`src/rtl/minimicro_fetch_unit.sv`:
```
// Instruction-fetch front end: PC generator, credit-limited memory requests and a prefetch FIFO to decode.
// Branch redirects flush the FIFO and silently drop responses still in flight for the old path.
module minimicro_fetch_unit #(
  parameter int PC_WIDTH    = 8,
  parameter int INSTR_WIDTH = 16,
  parameter int FIFO_DEPTH  = 4,
  parameter int RESET_PC    = 0,
  parameter int PC_STEP     = 1
) (
  input  logic                             clk,
  input  logic                             rst,
  output logic                             imem_req,
  output logic [PC_WIDTH-1:0]              imem_addr,
  input  logic                             imem_gnt,
  input  logic                             imem_rvalid,
  input  logic [INSTR_WIDTH-1:0]           imem_rdata,
  input  logic                             branch_valid,
  input  logic [PC_WIDTH-1:0]              branch_target,
  output logic                             instr_valid,
  input  logic                             instr_ready,
  output logic [INSTR_WIDTH-1:0]           instr_data,
  output logic [PC_WIDTH-1:0]              instr_pc,
  output logic [$clog2(FIFO_DEPTH+1)-1:0]  fifo_count,
  output logic                             proto_err
);
  localparam int CW = $clog2(FIFO_DEPTH + 1);
  localparam int AW = $clog2(FIFO_DEPTH);
  localparam logic [1:0] S_BOOT  = 2'd0;
  localparam logic [1:0] S_RUN   = 2'd1;
  localparam logic [1:0] S_DRAIN = 2'd2;
  localparam logic [PC_WIDTH-1:0] STEP = PC_WIDTH'(PC_STEP);

  logic [1:0]             state;
  logic [PC_WIDTH-1:0]    fetch_pc;
  logic [PC_WIDTH-1:0]    resp_pc;
  logic [CW-1:0]          outstanding;
  logic [CW-1:0]          outstanding_next;
  logic [CW-1:0]          discard;
  logic [CW-1:0]          discard_next;
  logic [AW-1:0]          rd_ptr;
  logic [AW-1:0]          wr_ptr;
  logic [INSTR_WIDTH-1:0] mem_data [FIFO_DEPTH];
  logic [PC_WIDTH-1:0]    mem_pc   [FIFO_DEPTH];
  logic                   credit_ok;
  logic                   grant;
  logic                   resp_ok;
  logic                   push;
  logic                   pop;

  assign imem_addr   = fetch_pc;
  assign instr_valid = (fifo_count != '0) && !branch_valid;
  assign instr_data  = mem_data[rd_ptr];
  assign instr_pc    = mem_pc[rd_ptr];

  // Outstanding requests reserve FIFO slots, so a response always has room to land.
  always_comb begin
    credit_ok        = ({1'b0, fifo_count} + {1'b0, outstanding}) < (CW+1)'(FIFO_DEPTH);
    imem_req         = (state != S_BOOT) && !branch_valid && credit_ok;
    grant            = imem_req && imem_gnt;
    resp_ok          = imem_rvalid && (outstanding != '0);
    push             = resp_ok && !branch_valid && (discard == '0);
    pop              = instr_valid && instr_ready;
    outstanding_next = outstanding + CW'(grant) - CW'(resp_ok);
    discard_next     = discard;
    if (branch_valid)
      discard_next = outstanding_next;
    else if (resp_ok && (discard != '0))
      discard_next = discard - CW'(1);
  end

  always_ff @(posedge clk or posedge rst) begin
    if (rst) begin
      state       <= S_BOOT;
      fetch_pc    <= PC_WIDTH'(RESET_PC);
      resp_pc     <= PC_WIDTH'(RESET_PC);
      outstanding <= '0;
      discard     <= '0;
      rd_ptr      <= '0;
      wr_ptr      <= '0;
      fifo_count  <= '0;
      proto_err   <= 1'b0;
    end else begin
      outstanding <= outstanding_next;
      discard     <= discard_next;
      if (imem_rvalid && (outstanding == '0))
        proto_err <= 1'b1;
      if (branch_valid) begin
        fetch_pc   <= branch_target;
        resp_pc    <= branch_target;
        rd_ptr     <= '0;
        wr_ptr     <= '0;
        fifo_count <= '0;
        state      <= (outstanding_next != '0) ? S_DRAIN : S_RUN;
      end else begin
        if (grant)
          fetch_pc <= fetch_pc + STEP;
        if (push) begin
          wr_ptr  <= wr_ptr + AW'(1);
          resp_pc <= resp_pc + STEP;
        end
        if (pop)
          rd_ptr <= rd_ptr + AW'(1);
        fifo_count <= fifo_count + CW'(push) - CW'(pop);
        if (state == S_DRAIN) begin
          if (discard_next == '0)
            state <= S_RUN;
        end else begin
          state <= S_RUN;
        end
      end
    end
  end

  always_ff @(posedge clk) begin
    if (push) begin
      mem_data[wr_ptr] <= imem_rdata;
      mem_pc[wr_ptr]   <= resp_pc;
    end
  end

endmodule
```
`config.mk`:
```
export PLATFORM = sky130hd
export DESIGN_NAME = minimicro_fetch_unit
export DESIGN_NICKNAME = d
export VERILOG_FILES = /design/src/rtl/minimicro_fetch_unit.sv
export SDC_FILE = /design/constraint.sdc
export NUM_CORES = 1
export LEC_CHECK = 0
export CORE_MARGIN = 10
export CORE_UTILIZATION = 35
export CTS_BUF_LIST = sky130_fd_sc_hd__clkbuf_16
export CTS_CLUSTER_DIAMETER = 120
export DETAILED_ROUTE_END_ITERATION = 10
export GPL_ROUTABILITY_DRIVEN = 0
export PLACE_DENSITY_LB_ADDON = 0.25
export SLEW_MARGIN = 30
export SYNTH_ARGS = -nofsm -noshare
export SYNTH_HDL_FRONTEND = slang
export SYNTH_SLANG_ARGS = --single-unit
```
`constraint.sdc`:
```
create_clock -name clk -period 6.48 [get_ports clk]
set_input_delay 0.972 -clock clk [delete_from_list [all_inputs] [get_ports clk]]
set_output_delay 0.972 -clock clk [all_outputs]
set_load 0.02 [all_outputs]
```
==> results_dict.tcl <==
set metrics [dict create \
    synth_top_area_cell "edfxtp_1" \
    status "finished clean" \
    netlist_area_sq_mm 0.00537 \
    synth_warnings 0 \
    cp_top_family "buffers and inverters" \
    syn_avg_cell_area_sq_um 17.1 \
    first_pass_iters 4 \
    die_h_um 144 \
    critical_path_class "in -> out" \
    num-nets-final 441 \
    setup_ws_ns 2.70 \
    crit_chain "clkdlybuf4s50_1 -> buf_4 -> nor4_4 -> o211a_1 -> clkdlybuf4s50_1" \
    fill_cells 1336 \
    hpwl_um 6990 \
    cts_inserted_buffers 17 \
    grt_max_degree 33 \
    slew_headroom 0.582 \
    track_usage 0.109 \
    worst_skew_pair.late_latency_ns 0.41 \
    drv_slew 0 \
    wl_per_cell_um 18.0 \
    synth_common_cells "edfxtp_1, dfrtp_1, mux4_2, ha_1, inv_1" \
    crit_top_cell "clkdlybuf4s50_1" \
    antenna_left 0 \
    critical_path_arrival_ns 2.80 \
    ys_seq_area_frac 0.686 \
    cts_tree "built" \
    synth_top_flop_cell "edfxtp_1" \
    via_count 2940 \
    timing.critical_path.from "branch_valid" \
    ctsHoldBuffers 0 \
    async_flop_share 0.250 \
    start_util 0.356 \
    finalCriticalPeriod_ns 3.78 \
    path_clk_slew_ns 0.05 \
    setup.worst_path.start_class "primary input" \
    drt_iter0_markers 181 \
    wirelength_um 10700 \
    viasPerCell 4.94 \
    regArea_sq_mm 0.00369 \
    multi_input_area_sq_mm 0.00156 \
    fmax_mhz 265 \
    die_x_um 144 \
    ctsResizeCount 0 \
    crit_slowest_cell "clkdlybuf4s50_1" \
    maxCapViolCount 0 \
    crit_path_end_kind "output port" \
    ios 68 \
    overflow 0 \
    vdd_drop_max_mv 0.209 \
    yosys-top-cells-area "edfxtp_1, dfrtp_1, mux4_2" \
    rows 45 \
    synth_most_common_cell "edfxtp_1" \
    worstPathBufferInverterCount 3 \
    crit_fanout 32 \
    hp-class "reg -> reg" \
    synth-seq-cells 128 \
    fin_tns_setup_ns 0 \
    hold_start "proto_err" \
    htree_levels 4 \
    final_cells 595 \
    worst_slew_pin_slew_ns 0.627 \
    p_leak_uw 0.00242 \
    core_sq_mm 0.0151 \
    place_ws_ns 2.26 \
    clock_sink_count 128 \
    rsz0062_at_grt "false" \
    yosysTopAreaCellShare 0.537 \
    hold_viol_final 0 \
    fp.dieArea_sq_mm 0.0207 \
    final.setup_skew_ns 0.00839 \
    clk_path_buf_depth 2 \
    fin_crit_sh 0.583 \
    area_growth_syn_to_layout_pct 27.5 \
    syn_nets 360 \
    p_per_area_mw_per_mm2 376 \
    clockRootBuffer "clkbuf_16" \
    antenna_found_initial 0 \
    diodes 0 \
    grt_pass1_wl_um 17200 \
    synth_edf_count 96 \
    critical_path.max_stage_delay_ns 0.61 \
    drc 0 \
    setup_viol 0 \
    placedCellCount 564 \
    drive_above_1_share 0.170 \
    synth_cell_types 45 \
    cp.required_ns 5.51 \
    worstReg2RegStart "fifo_count[1]" \
    io_buffers 67 \
    synthCells 314 \
    post_cts_buffers 0 \
    grt_pass1_vias 3184 \
]
[where the power goes]
group          switching, uW  internal, uW  leakage, uW  total, uW
logic                    285           315     0.000899        600
clock network            350           563     0.000275        912
registers                104           956      0.00125       1060
total                    739          1830      0.00242       2570
[cells in the final DEF, fill, tap and decap left out, drive strengths merged, types with 6 or more instances in the layout]
master / n
and2: 6
mux2i: 9
edfxtp: 96
buf: 8
clkdlybuf4s50: 67
nor3: 7
clkbuf: 17
nand3: 8
dfrtp: 32
clkinv: 7
xnor2: 10
nand2: 13
a21oi: 6
ha: 14
nor2: 9
o21ai: 9
mux4: 24
inv: 18
[per-stage QoR]
stage / hold WS (ns) / area, sq um / power, uW / util
after global routing: 0.473 / 6840 / 2710 / 0.453
final: 0.455 / 6840 / 2570 / 0.453
after detailed placement: 0.447 / 6270 / 1690 / 0.416
after global placement: 0.444 / 6270 / 1680 / 0.416
after CTS: 0.461 / 6840 / 2610 / 0.453
after floorplan: 0.494 / 5370 / 1450 / -
[sequential cells by signal (all words and copies together) (netlist names), 3 cells and up]
name,cells
mem_data,64
outstanding,3
imem_addr,8
fifo_count,3
resp_pc,8
discard,3
mem_pc,32
[area by class of cell]
type	count	area share
Clock inverter	14	0.0207
Multi-Input combinational cell	158	0.229
Inverter	15	0.00823
Tap cell	188	0.0344
Clock buffer	17	0.0622
Timing Repair Buffer	75	0.107
Sequential cell	128	0.539
[final timing paths]
check / end / slack (ns) / depth (start not counted)
worst min register to register: proto_err / 0.45 / 1
worst max register to register: state[1] / 3.26 / 11
worst min-delay path: proto_err / 0.45 / 1
worst max-delay path: imem_req / 2.70 / 5
max in group asynchronous: rd_ptr[0] / 5.20 / 3
min in group asynchronous: fifo_count[1] / 0.95 / 3
[layer usage]
| metal | global-route usage | wire, um | share of wire | vias up |
|---|---|---|---|---|
| met3 | 0.0429 | 703 | 0.066 | 11 |
| met1 | 0.138 | 4960 | 0.46 | 1475 |
| met4 | 0.0371 | 85 | 0.0079 | 0 |
| li1 | - | - | - | 1377 |
| met5 | 0 | 0 | 0 | - |
| met2 | 0.167 | 4980 | 0.46 | 77 |
[kinds of logic after synthesis]
group	after synthesis	share of synthesized area
xor+xnor	13	0.0212
flops	128	0.686
mux	35	0.122
simple gates	61	0.0623
buf+inv	28	0.0221
compound gates	33	0.0462
fa+ha+maj	16	0.0401
[worst register-to-register path, cell delays in order, from the launching register on]
cell and delay, ns:
dfrtp_1 0.46, ha_1 0.28, nor4_4 0.29, o2111ai_4 0.33, ha_1 0.40, inv_1 0.04, ha_1 0.18, fa_1 0.38
xnor2_1 0.14, xnor2_1 0.17, o32ai_1 0.35, a21oi_1 0.08
No activity file was read; power rests on OpenSTA's default activity.
